<file path="src/rtl/semaforo_sensor_timer.sv">
// Traffic-light front end: detector sync/debounce, sticky car
// requests, and the one-second / phase-step timebase.
module semaforo_sensor_timer #(
    parameter int PRESC     = 50000000,
    parameter int PHASE_SEC = 10,
    parameter int DEB_LEN   = 16
) (
    input  logic       clk,
    input  logic       reset,
    input  logic       raw_sa,
    input  logic       raw_sb,
    input  logic       clr_a,
    input  logic       clr_b,
    input  logic       enable,
    input  logic       restart,
    output logic       sa,
    output logic       sb,
    output logic       sec_tick,
    output logic       step,
    output logic [7:0] remain
);

    localparam int PW = $clog2(PRESC);
    localparam int DW = $clog2(DEB_LEN + 1);

    localparam logic [PW-1:0] P_LAST = PW'(PRESC - 1);
    localparam logic [DW-1:0] D_LAST = DW'(DEB_LEN - 1);
    localparam logic [7:0]    S_LAST = 8'(PHASE_SEC - 1);
    localparam logic [7:0]    S_INIT = 8'(PHASE_SEC);

    logic [1:0]    raw;
    logic [1:0]    clr;
    logic [1:0]    sync1;
    logic [1:0]    sync2;
    logic [1:0]    deb;
    logic [1:0]    req;
    logic [DW-1:0] deb_cnt [2];

    logic [PW-1:0] presc_cnt;
    logic [7:0]    sec_cnt;
    logic          wrap;

    // bit 0 is street A, bit 1 is street B
    assign raw = {raw_sb, raw_sa};
    assign clr = {clr_b, clr_a};

    assign sa = req[0];
    assign sb = req[1];

    // restart wins over a coincident wrap, so the pulse is dropped
    assign wrap = enable && !restart && (presc_cnt == P_LAST);

    // two-flop synchroniser for the asynchronous detector loops
    always_ff @(posedge clk or negedge reset) begin
        if (!reset) begin
            sync1 <= '0;
            sync2 <= '0;
        end else begin
            sync1 <= raw;
            sync2 <= sync1;
        end
    end

    // accept a level change only after DEB_LEN mismatching cycles
    always_ff @(posedge clk or negedge reset) begin
        if (!reset) begin
            deb <= '0;
            for (int i = 0; i < 2; i++) begin
                deb_cnt[i] <= '0;
            end
        end else begin
            for (int i = 0; i < 2; i++) begin
                if (sync2[i] == deb[i]) begin
                    deb_cnt[i] <= '0;
                end else if (deb_cnt[i] == D_LAST) begin
                    deb[i]     <= ~deb[i];
                    deb_cnt[i] <= '0;
                end else begin
                    deb_cnt[i] <= deb_cnt[i] + 1'b1;
                end
            end
        end
    end

    // sticky request: a present car overrides the acknowledge
    always_ff @(posedge clk or negedge reset) begin
        if (!reset) begin
            req <= '0;
        end else begin
            req <= deb | (req & ~clr);
        end
    end

    // prescaler counting clk cycles within one second
    always_ff @(posedge clk or negedge reset) begin
        if (!reset) begin
            presc_cnt <= '0;
        end else if (restart) begin
            presc_cnt <= '0;
        end else if (enable) begin
            if (presc_cnt == P_LAST) begin
                presc_cnt <= '0;
            end else begin
                presc_cnt <= presc_cnt + 1'b1;
            end
        end
    end

    // second counter, registered pulses and seconds remaining
    always_ff @(posedge clk or negedge reset) begin
        if (!reset) begin
            sec_cnt  <= '0;
            remain   <= S_INIT;
            sec_tick <= 1'b0;
            step     <= 1'b0;
        end else if (restart) begin
            sec_cnt  <= '0;
            remain   <= S_INIT;
            sec_tick <= 1'b0;
            step     <= 1'b0;
        end else begin
            sec_tick <= wrap;
            step     <= wrap && (sec_cnt == S_LAST);
            if (wrap) begin
                if (sec_cnt == S_LAST) begin
                    sec_cnt <= '0;
                    remain  <= S_INIT;
                end else begin
                    sec_cnt <= sec_cnt + 8'd1;
                    remain  <= S_INIT - sec_cnt - 8'd1;
                end
            end
        end
    end

endmodule
</file>
<file path="config.mk">
export PLATFORM = sky130hd
export DESIGN_NAME = semaforo_sensor_timer
export DESIGN_NICKNAME = d
export VERILOG_FILES = /design/src/rtl/semaforo_sensor_timer.sv
export SDC_FILE = /design/constraint.sdc
export NUM_CORES = 1
export LEC_CHECK = 0
export ABC_AREA = 1
export CORE_ASPECT_RATIO = 0.7
export CORE_MARGIN = 1
export CORE_UTILIZATION = 58
export CTS_CLUSTER_SIZE = 28
export DETAILED_ROUTE_END_ITERATION = 6
export GPL_ROUTABILITY_DRIVEN = 0
export GPL_TIMING_DRIVEN = 0
export PLACE_DENSITY = 0.84
export SYNTH_ARGS = -nofsm -noshare
export SYNTH_HDL_FRONTEND = slang
export SYNTH_SLANG_ARGS = --single-unit
</file>
<file path="constraint.sdc">
create_clock -name clk -period 2.2 [get_ports clk]
set_clock_uncertainty 0.05 [all_clocks]
set_input_delay 0.55 -clock clk [delete_from_list [all_inputs] [get_ports clk]]
set_output_delay 0.55 -clock clk [all_outputs]
set_load 0.01 [all_outputs]
</file>
* Word level (Yosys, flattened, before mapping)
Index checks and enable logic that the tools add are counted.
** Operators by class
- Add/sub/neg operators :: 6
- Eq/ne operators :: 6
- Mux-type cells :: 15
- Bitwise operators :: 7
- Reduce and logical (&&, ||, !) cells :: 8
** Operator list (number)
- 26-bit 2-to-1 mux :: 3
- 8-bit 2-to-1 mux :: 6
- 26-bit by 1-bit adder with 26-bit output (second input constant) :: 1
- 26-bit == test (second input constant) :: 1
- 5-bit 2-to-1 mux :: 4
- 5-bit by 1-bit adder with 5-bit output (second input constant) :: 2
- 5-bit by 4-bit == test with 1-bit output (second input constant) :: 2
- 8-bit by 1-bit adder with 8-bit output (second input constant) :: 1
- 8-bit by 4-bit == test with 1-bit output (second input constant) :: 1
- 4-bit by 8-bit subtractor with 8-bit output (first input constant) :: 1
- 8-bit by 1-bit subtractor with 8-bit output (second input constant) :: 1
- 1-bit NOT :: 4
- 2-bit AND reduction :: 2
- 2-bit nonzero test :: 2
- 1-bit logical AND :: 3
- 2-bit AND :: 1
- 1-bit == test :: 2
- 1-bit 2-to-1 mux :: 2
- 2-bit NOT :: 1
- 2-bit bitwise OR :: 1
- 1-bit logical NOT :: 1
** Storage, ports and cells
- Bits in registers :: 62
- Input port bits :: 8
- Output and inout port bits :: 12
- Word-level logic and storage cells :: 54

* Longest topological paths before layout
- Depth in word-level cells :: 5
- Depth in mapped cells :: 10
- Gate-level depth less buffers :: 10

* Worst setup path after synthesis
No wires, ideal clock.
- Path kind :: reg2reg
- Start point :: reg presc_cnt[0]
- End point :: reg sec_cnt[1]
- Setup time :: 127 ps
- Arrival time :: 1405 ps
- Data required time :: 2023 ps
- Setup slack :: 618 ps
- Stages on the path, launching flop included :: 9
- Buffers on the path :: 0
- Path through :: dfrtp_1 -> ha_1 -> nand2_2 -> nor2_2 -> nand2_1 -> nor2_1 -> nand3_2 -> nand2_4 -> o21ai_0
** Between the ends
- Cells in the longest elaborated chain, start to end :: 3
** RTL lines
- start: declaration :: RTL line 39 : logic [PW-1:0] presc_cnt;
- start signal: assignment :: RTL line 104 : presc_cnt <= presc_cnt + 1'b1;
- 26-bit == test :: RTL line 51 : assign wrap = enable && !restart && (presc_cnt == P_LAST);
- 1-bit logical AND :: RTL line 51
- 2-bit nonzero test (no line)
- end signal: assignment :: RTL line 129 : sec_cnt <= sec_cnt + 8'd1;
- end: declaration :: RTL line 40 : logic [7:0] sec_cnt;
No other way between the ends.
A chain may end at the register's enable or synchronous reset.

* Worst setup path after layout
- Start point :: reg remain[0]
- End point :: out remain[0]
** RTL lines
- start: declaration :: RTL line 20 : output logic [7:0] remain
- start signal: assignment :: RTL line 130 : remain <= S_INIT - sec_cnt - 8'd1;
No word-level cell between the ends.

==> impl_metrics.ini <==
[clock_tree]
cts_setup_buffers = 0
cts.clk_slew.worst_paths_ps = 70
cts_tree = done
cts_resized = 0
cts_max_level = 3
cts_inserted_buffers = 9
clock_latency_ps = 350
cts_hold_buffers = 0
clock_sinks = 61
cts_root_buf = clkbuf_8
clockBufferDepth = 2

[finish]
area_delta_synth_final_pct = 14.4
mostFrequentLayoutCells = nand2_1 (104), dfrtp_1 (59), nand3_1 (46)
final_core_util = 0.690
layout_commonest_cell = nand2_1
fin_nets = 467
n_antenna_cell = 0
drive_above_1_share = 0.142
fillCellCount = 444

[status]
status = finished, final reports clean

[sta]
hold_viol_final = 0
relSlewSlack = 0.668
finalSetupViolCount = 0
rsz0062_at_grt = no
min_period_ps = 2060
fin_crit_sh = 0.935
worstMarginPinSlew_ps = 498
drv_slew = 0
worst_hold_slack_ps = 107
timing.fmax_ghz = 0.486

[run]
drv_cap = 0

[routing]
via_per_inst = 5.36
drt_wl_total_mm = 7.17
ant_nets = 0
detail_route.wl_per_cell_um = 13.5
drc_errors = 0
dr.pass1.iters = 5
dr_total_vias = 2851
drt_iter0_markers = 219

[worst_setup_path]
startpoint_type = flop
rrSetupSlack_ps = 190
worstSetupStartpoint = remain[0]
timing.rr.start = presc_cnt[0]
r2r-end = sec_cnt[2]
worstSetupEndpointType = output port
path_max_fanout = 6
worstPathRequired_ps = 1600
setup.worst_path.class = reg2out
r2r_cells = 8
crit_arrival_ps = 1460

[floorplan]
fp.dieW_um = 94.3
fp.dieArea_um2 = 6280
die_h_um = 66.6
pin_count = 20
start_util = 0.604
num_rows = 23
coreArea_um2 = 5730

[global_route]
antenna_found_initial = 0
grt_pass1_vias = 2600
gr-total-overflow = 0
grt_pass1_wl_mm = 12.0
grt_usage = 0.256
grt_max_degree = 41

[synthesis]
synth_cell_types = 38
netlist.area_leader.share = 0.427
synth.avg_cell_area_um2 = 8.21
syn-num-nets = 436
syn_area_um2 = 3460
synth_top_area_cell = dfrtp_1
yosys_most_used_dff = dfrtp_1
synth_edf_count = 0
synth_area_leaders = dfrtp_1 (43%), nand2_1 (11%), nand3_1 (6.7%), xor2_1 (4.8%), nor2_1 (4.3%)
synthCells = 421
ys_async_sr_fraction = 1.00
synth-seq-area-share = 0.442
ys_ff_latch = 61
yosys_warnings = 0

[power]
clkPwrFrac = 0.440
vdd_drop_max_mv = 0.473
power_density_nw_per_um2 = 573
switching_power_mw = 0.558
cell_internal_pwr_mw = 1.71
power.leakage_nw = 1.79
power_frac_seq = 0.510
combPwrFrac = 0.050
switching_share = 0.246

[place]
dp_hpwl_mm = 5.32
numPortBuffers = 19

[hold_path]
hold_path_class = in2async
-- layer usage --
layer / vias up / routed length [um] / track usage
li1: 1423 / - / -
met1: 1327 / 3510 / 0.358
met2: 86 / 3110 / 0.379
met3: 15 / 450 / 0.0719
met4: 0 / 108 / 0.0942
met5: - / 0 / 0
-- critical path, cell delays in order, from the launching register on --
cell and delay [ps]:
dfrtp_1 450, buf_4 140, clkdlybuf4s50_1 520
-- cell usage after synthesis (6+ instances only) --
library cell    n
nor2_4          6
nor2_1         40
ha_1            7
nor3_1          9
inv_1          39
xor2_1         19
nand3_1        46
o21ai_0        16
nand2_1       104
dfrtp_1        59
nor2_2          7
o22ai_1         7
-- kinds of logic (layout without fill, tap and decap cells) --
kind of cell,count (synthesis),in the layout,share of synthesized area
flops,61,61,0.442
xor+xnor,23,23,0.0583
simple gates,239,239,0.339
compound gates,36,36,0.0612
fa+ha+maj,7,7,0.0253
buf+inv,53,89,0.0673
mux,2,2,0.00651
-- sequential cells by signal (all words and copies together), names as in the netlist --
| signal | flops |
|---|---|
| deb | 2 |
| deb_cnt | 10 |
| presc_cnt | 26 |
| remain | 8 |
| req | 2 |
| sec_cnt | 7 |
| sec_tick | 1 |
| step | 1 |
| sync1 | 2 |
| sync2 | 2 |
-- per-stage QoR --
stage	setup TNS (ps)	worst slack [ps]	cells	instance area, um^2	total power [mW]
after global routing	0	89.0	532	3950	2.35
after detailed placement	-717	-79.4	516	3760	1.29
after CTS	0	140	532	3950	2.29
after floorplan	0	618	421	3460	1.23
final	0	143	532	3950	2.27
after global placement	-85670	-1430	515	3740	1.28
-- power by group through the flow --
stage                     Clock (mW)  Sequential [mW]  Combinational, mW
after floorplan                    0             1.18             0.0508
after CTS                       1.02             1.16              0.116
after global placement             0             1.18              0.108
final                          0.996             1.16              0.114
after global routing            1.07             1.16              0.126
after detailed placement           0             1.18              0.115
-- how the worst max path moves through the flow --
stage                          endpoint  slack, ps  cells after the start
final                         remain[0]        140                      2
after global routing         sec_cnt[2]         90                      8
after CTS                     remain[0]        140                      2
after detailed placement  presc_cnt[20]        -80                      4
after global placement    presc_cnt[21]      -1430                      1
after floorplan              sec_cnt[1]        620                      8
-- cell type report --
class                   instances  area, um^2  share of cell area
clock inverters                 7        73.8              0.0187
well taps                      75        93.8              0.0237
flip-flops and latches         61        1530               0.387
multi-input cells             307        1700               0.429
inverters                      46         173              0.0437
clock buffers                   9         124              0.0313
plain buffers                   7        60.1              0.0152
repair buffers                 20         205              0.0519
No activity file was read; power rests on OpenSTA's default activity.
